--- config.mk ---
export PLATFORM = sky130hd
export DESIGN_NAME = aes_round_ctrl
export DESIGN_NICKNAME = d
export VERILOG_FILES = /design/src/rtl/aes_ctrl_pkg.sv /design/src/rtl/mode_occ_tracker.sv /design/src/rtl/aes_round_ctrl.sv
export SDC_FILE = /design/constraint.sdc
export NUM_CORES = 1
export LEC_CHECK = 0
export CELL_PAD_IN_SITES_DETAIL_PLACEMENT = 0
export CELL_PAD_IN_SITES_GLOBAL_PLACEMENT = 1
export CORE_UTILIZATION = 25
export CTS_CLUSTER_DIAMETER = 200
export CTS_CLUSTER_SIZE = 24
export DETAILED_ROUTE_END_ITERATION = 8
export PLACE_DENSITY = 0.62
export RECOVER_POWER = 100
export SLEW_MARGIN = 20
export SYNTH_ARGS = -nofsm -noshare
export SYNTH_HDL_FRONTEND = slang
export SYNTH_SLANG_ARGS = --single-unit
--- constraint.sdc ---
create_clock -name clk -period 3 [get_ports clk]
set_input_delay 0.75 -clock clk [delete_from_list [all_inputs] [get_ports clk]]
set_output_delay 0.75 -clock clk [all_outputs]
set_load 0.01 [all_outputs]
--- src/rtl/aes_ctrl_pkg.sv ---
// Shared types and constants for the AES round sequencer: FSM states,
// key-mode encodings and the mode-to-round-count mapping.
package aes_ctrl_pkg;

   typedef enum logic [2:0] {
      S_IDLE  = 3'd0,
      S_POP   = 3'd1,
      S_WAIT  = 3'd2,
      S_INIT  = 3'd3,
      S_ROUND = 3'd4,
      S_DONE  = 3'd5,
      S_ERR   = 3'd6
   } state_e;

   localparam logic [1:0] MODE_128  = 2'd0;
   localparam logic [1:0] MODE_192  = 2'd1;
   localparam logic [1:0] MODE_256  = 2'd2;
   localparam logic [1:0] MODE_RSVD = 2'd3;

   localparam logic [3:0] NR_128 = 4'd10;
   localparam logic [3:0] NR_192 = 4'd12;
   localparam logic [3:0] NR_256 = 4'd14;

   // The reserved mode maps to zero rounds; it is never used to run rounds.
   function automatic logic [3:0] mode_to_nr(input logic [1:0] mode);
      logic [3:0] nr;
      case (mode)
         MODE_128: nr = NR_128;
         MODE_192: nr = NR_192;
         MODE_256: nr = NR_256;
         default:  nr = 4'd0;
      endcase
      return nr;
   endfunction

endpackage

--- src/rtl/mode_occ_tracker.sv ---
// Mirror of the key-mode FIFO occupancy, since the FIFO itself only reports full.
// Saturates at FIFO_SZ and raises a sticky overflow flag on a push into a full FIFO.
module mode_occ_tracker #(
   parameter int FIFO_SZ = 5,
   parameter int OCC_W   = $clog2(FIFO_SZ + 1)
) (
   input  logic             clk,
   input  logic             resetn,
   input  logic             push,
   input  logic             pop,
   output logic [OCC_W-1:0] occ,
   output logic             ovf
);

   logic [OCC_W-1:0] occ_q, occ_d;
   logic             ovf_q, ovf_d;

   // A full FIFO drops its oldest entry on push, so the count stays pinned.
   always_comb begin
      occ_d = occ_q;
      ovf_d = ovf_q;
      case ({push, pop})
         2'b10: begin
            if (occ_q == OCC_W'(FIFO_SZ)) begin
               ovf_d = 1'b1;
            end else begin
               occ_d = occ_q + OCC_W'(1);
            end
         end
         2'b01: begin
            if (occ_q != '0) begin
               occ_d = occ_q - OCC_W'(1);
            end
         end
         default: begin
            occ_d = occ_q;
         end
      endcase
   end

   always_ff @(posedge clk) begin
      if (!resetn) begin
         occ_q <= '0;
         ovf_q <= 1'b0;
      end else begin
         occ_q <= occ_d;
         ovf_q <= ovf_d;
      end
   end

   assign occ = occ_q;
   assign ovf = ovf_q;

endmodule

--- src/rtl/aes_round_ctrl.sv ---
// AES round sequencer: pops one key mode per block, then steps the round
// datapath through init, N rounds and a done pulse, with hold-based stalling.
module aes_round_ctrl
   import aes_ctrl_pkg::*;
#(
   parameter int FIFO_SZ = 5,
   parameter int IDX_W   = 4
) (
   input  logic             clk,
   input  logic             resetn,
   input  logic             mode_push,
   output logic             mode_pop,
   input  logic [1:0]       mode_in,
   input  logic             blk_valid,
   output logic             blk_ready,
   input  logic             hold,
   output logic             round_en,
   output logic             init_round,
   output logic             last_round,
   output logic [IDX_W-1:0] round_idx,
   output logic [1:0]       key_mode,
   output logic             busy,
   output logic             done,
   output logic             err,
   output logic             ovf
);

   localparam int OCC_W = $clog2(FIFO_SZ + 1);

   state_e           state_q, state_d;
   logic [IDX_W-1:0] idx_q, idx_d;
   logic [IDX_W-1:0] nr_q, nr_d;
   logic [1:0]       key_mode_q, key_mode_d;
   logic [OCC_W-1:0] occ;

   mode_occ_tracker #(
      .FIFO_SZ (FIFO_SZ),
      .OCC_W   (OCC_W)
   ) u_occ (
      .clk    (clk),
      .resetn (resetn),
      .push   (mode_push),
      .pop    (mode_pop),
      .occ    (occ),
      .ovf    (ovf)
   );

   // All strobes decode from the registered state, so reset clears them at once.
   always_comb begin
      state_d    = state_q;
      idx_d      = idx_q;
      nr_d       = nr_q;
      key_mode_d = key_mode_q;
      mode_pop   = 1'b0;
      blk_ready  = 1'b0;
      init_round = 1'b0;
      round_en   = 1'b0;
      last_round = 1'b0;
      done       = 1'b0;
      err        = 1'b0;
      busy       = (state_q != S_IDLE);

      case (state_q)
         S_IDLE: begin
            if ((occ != '0) && blk_valid) begin
               state_d = S_POP;
            end
         end
         S_POP: begin
            mode_pop = 1'b1;
            state_d  = S_WAIT;
         end
         S_WAIT: begin
            blk_ready  = 1'b1;
            key_mode_d = mode_in;
            nr_d       = IDX_W'(mode_to_nr(mode_in));
            idx_d      = '0;
            state_d    = (mode_in == MODE_RSVD) ? S_ERR : S_INIT;
         end
         S_INIT: begin
            init_round = 1'b1;
            idx_d      = IDX_W'(1);
            state_d    = S_ROUND;
         end
         S_ROUND: begin
            // hold freezes both the index and the state for that cycle
            if (!hold) begin
               round_en = 1'b1;
               if (idx_q == nr_q) begin
                  last_round = 1'b1;
                  idx_d      = '0;
                  state_d    = S_DONE;
               end else begin
                  idx_d = idx_q + IDX_W'(1);
               end
            end
         end
         S_DONE: begin
            done    = 1'b1;
            state_d = S_IDLE;
         end
         S_ERR: begin
            err     = 1'b1;
            state_d = S_IDLE;
         end
         default: begin
            state_d = S_IDLE;
         end
      endcase
   end

   always_ff @(posedge clk) begin
      if (!resetn) begin
         state_q    <= S_IDLE;
         idx_q      <= '0;
         nr_q       <= '0;
         key_mode_q <= '0;
      end else begin
         state_q    <= state_d;
         idx_q      <= idx_d;
         nr_q       <= nr_d;
         key_mode_q <= key_mode_d;
      end
   end

   assign round_idx = idx_q;
   assign key_mode  = key_mode_q;

   a_pop_nonempty: assert property (@(posedge clk) disable iff (!resetn)
      mode_pop |-> (occ != '0));

   a_idx_in_range: assert property (@(posedge clk) disable iff (!resetn)
      (state_q == S_ROUND) |-> ((idx_q >= IDX_W'(1)) && (idx_q <= nr_q)));

   a_single_strobe: assert property (@(posedge clk) disable iff (!resetn)
      $onehot0({mode_pop, blk_ready, init_round, round_en, done, err}));

endmodule

==> reports/qor.yml <==
drt:
  wire_per_inst_um: 12.2
  viasPerCell: 4.77
  wl_um: 2270
  via_count: 887
  ant_nets: 0
  firstDrtPassIters: 4
  drtIter0Drc: 7
  drc: 0
die:
  num_rows: 22
  start_util_pct: 26.8
  die_height_um: 65.4
  fp.dieArea_um2: 4280
  core_um2: 3740
  die_w_um: 65.4
  top_level_ports: 22
global_routing:
  grt_pass1_wl_um: 3880
  track_usage_pct: 11.6
  grt_max_degree: 13
  grt.overflow.total: 0
  grt_pass1_vias: 838
  grt_antenna_before_repair: 0
synth:
  synth_area_um2: 1000
  synth_cell_types: 47
  syn_area_per_cell_um2: 8.81
  synth_edf_count: 0
  yosysTopAreaCellShare_pct: 31.9
  yosysSeqAreaShare_pct: 31.9
  yosys.cell_count.top_type: "dfxtp_1"
  synth_cells: 114
  ys_top_cells_by_count: "dfxtp_1 (16), nor2_1 (8), nand2_1 (7)"
  synth.largest_area_cell: "dfxtp_1"
  ys_ff_latch: 16
  yosys_warnings: 0
  ys.flop_type: "dfxtp_1"
  synth_nets: 127
  synth_area_leaders: "dfxtp_1 (32%), ha_1 (6.2%), or3_1 (3.1%)"
  async_flop_share_pct: 0
placement:
  dpl.hpwl_um: 1720
  dp.cells: 182
  place_congestion: 0.735
  dpl_cell_area_um2: 1280
  portBuffers: 21
run:
  cap_violations: 0
timing:
  period_needed_ns: 2.88
  max_freq_mhz: 347
  slew_headroom_pct: 52.0
  setup_viol: 0
  rsz0062_at_grt: "no"
  drv_slew: 0
  finalCritPeriodShare_pct: 96.0
  finClkSkew_ns: 0.000922
  hold_violations: 0
  tightest_slew_ns: 0.710
  final.setup.tns_ns: 0
clock_tree:
  cts_buffers: 3
  cts_setup_buffers: 0
  ctsResizeCount: 0
  clk_pin_slew_worst_paths_ns: 0.06
  h-tree-depth: 1
  cts_sinks: 16
  cts_tree: "built"
  cts.hold.buffers_added: 0
  cts.path.max_buffers: 2
  cts_root_buf: "clkbuf_8"
  clk_latency_ns: 0.24
cells_and_area:
  diodes: 0
  syn2layout_area_growth_pct: 30.6
  fin_area_um2: 1310
  final_cell_count_no_fill: 186
  drive_gt1_share_pct: 8.70
  nets: 152
setup_path:
  crit_type: "input pin to output port"
  crit_arrival_ns: 2.13
  cp.required_ns: 2.25
  startpoint_type: "input pin"
  cp-end-kind: "output port"
  crit_fanout: 3
pwr:
  leakage_uw: 0.000535
  power_density_nw_per_um2: 598
  max-vdd-ir-drop_mv: 0.208
min_path:
  hp-class: "flop to flop"
run_status:
  outcome: "completed"
==> layout make-up <==
type | instances | area (um^2)
well taps | 48 | 60.1
flip-flops and latches | 16 | 320
clock buffers | 4 | 55.1
repair buffers | 26 | 240
inverters | 7 | 26.3
fillers | 426 | 2430
multi-input cells | 85 | 611
==> sequential cells by signal, summed over array words and instances, names as in the netlist <==
signal     count
round_idx      4
nr_q           3
state_q        3
u_occ.occ      3
key_mode       2
u_occ.ovf      1
==> path summary, 6_finish.rpt <==
path                                  from      endpoint  slack, ns  depth (start not counted)
worst min-delay path             u_occ.ovf     u_occ.ovf       0.48                          1
worst min register to register   u_occ.ovf     u_occ.ovf       0.48                          1
worst max-delay path                  hold      round_en       0.12                          3
worst max register to register  state_q[1]  u_occ.occ[2]       0.89                          6
==> worst max-delay path, cell delays in order <==
cell and delay, ns:
clkdlybuf4s50_1 0.49, nor4b_4 0.26, dlygate4sd3_1 0.64
==> cell usage in the layout, fill, tap and decap left out, types with 2 or more instances in the layout <==
cell type	instances
inv_1	6
or3_1	5
clkbuf_8	4
nor4_1	2
nand2_1	7
ha_1	5
a31oi_1	2
dfxtp_1	16
and3b_1	2
a211oi_1	3
a21oi_1	6
mux2i_1	3
xor2_1	3
clkbuf_1	2
or3b_2	2
clkdlybuf4s50_1	5
o21a_1	2
nor3_1	5
xnor2_1	2
o21ai_0	4
buf_4	3
dlygate4sd3_1	16
nor2_1	10
==> power breakdown <==
| part | leakage (uW) | internal, uW | switching (uW) | total (uW) |
|---|---|---|---|---|
| clock network | 0.0000288 | 116 | 74.0 | 190 |
| logic | 0.000377 | 151 | 147 | 298 |
| registers | 0.000130 | 247 | 49.8 | 297 |
==> cells by family (layout without fill, tap and decap cells) <==
group / Yosys count / after routing / synth area share (%)
AO/OA/AOI/OAI: 25 / 25 / 16.4
buffers and inverters: 13 / 37 / 6.23
AND/OR/NAND/NOR: 46 / 46 / 29.9
flip-flops: 16 / 16 / 31.9
multiplexers: 3 / 3 / 2.99
XOR/XNOR: 5 / 5 / 4.36
adder cells (fa/ha/maj): 6 / 6 / 8.22
==> per-layer routing <==
metal	GRT usage, %	vias to the layer above	share of wire [%]	routed length [um]
li1	-	455	-	-
met1	14.9	416	50	1140
met2	18.9	14	45	1030
met3	2.26	2	3.3	75
met4	4.89	0	0.97	22
met5	0	-	0	0
==> per-stage QoR <==
step / hold slack, ns / setup WS [ns] / utilization [%] / power (uW)
floorplan: 0.480 / 0.534 / - / 516
global placement: 0.458 / 0.164 / 34.1 / 615
detailed placement: 0.463 / 0.133 / 34.1 / 621
CTS: 0.491 / 0.130 / 35.6 / 816
global route: 0.498 / 0.0482 / 35.1 / 848
finish: 0.482 / 0.119 / 35.1 / 785
No activity file was read; power rests on OpenSTA's default activity.
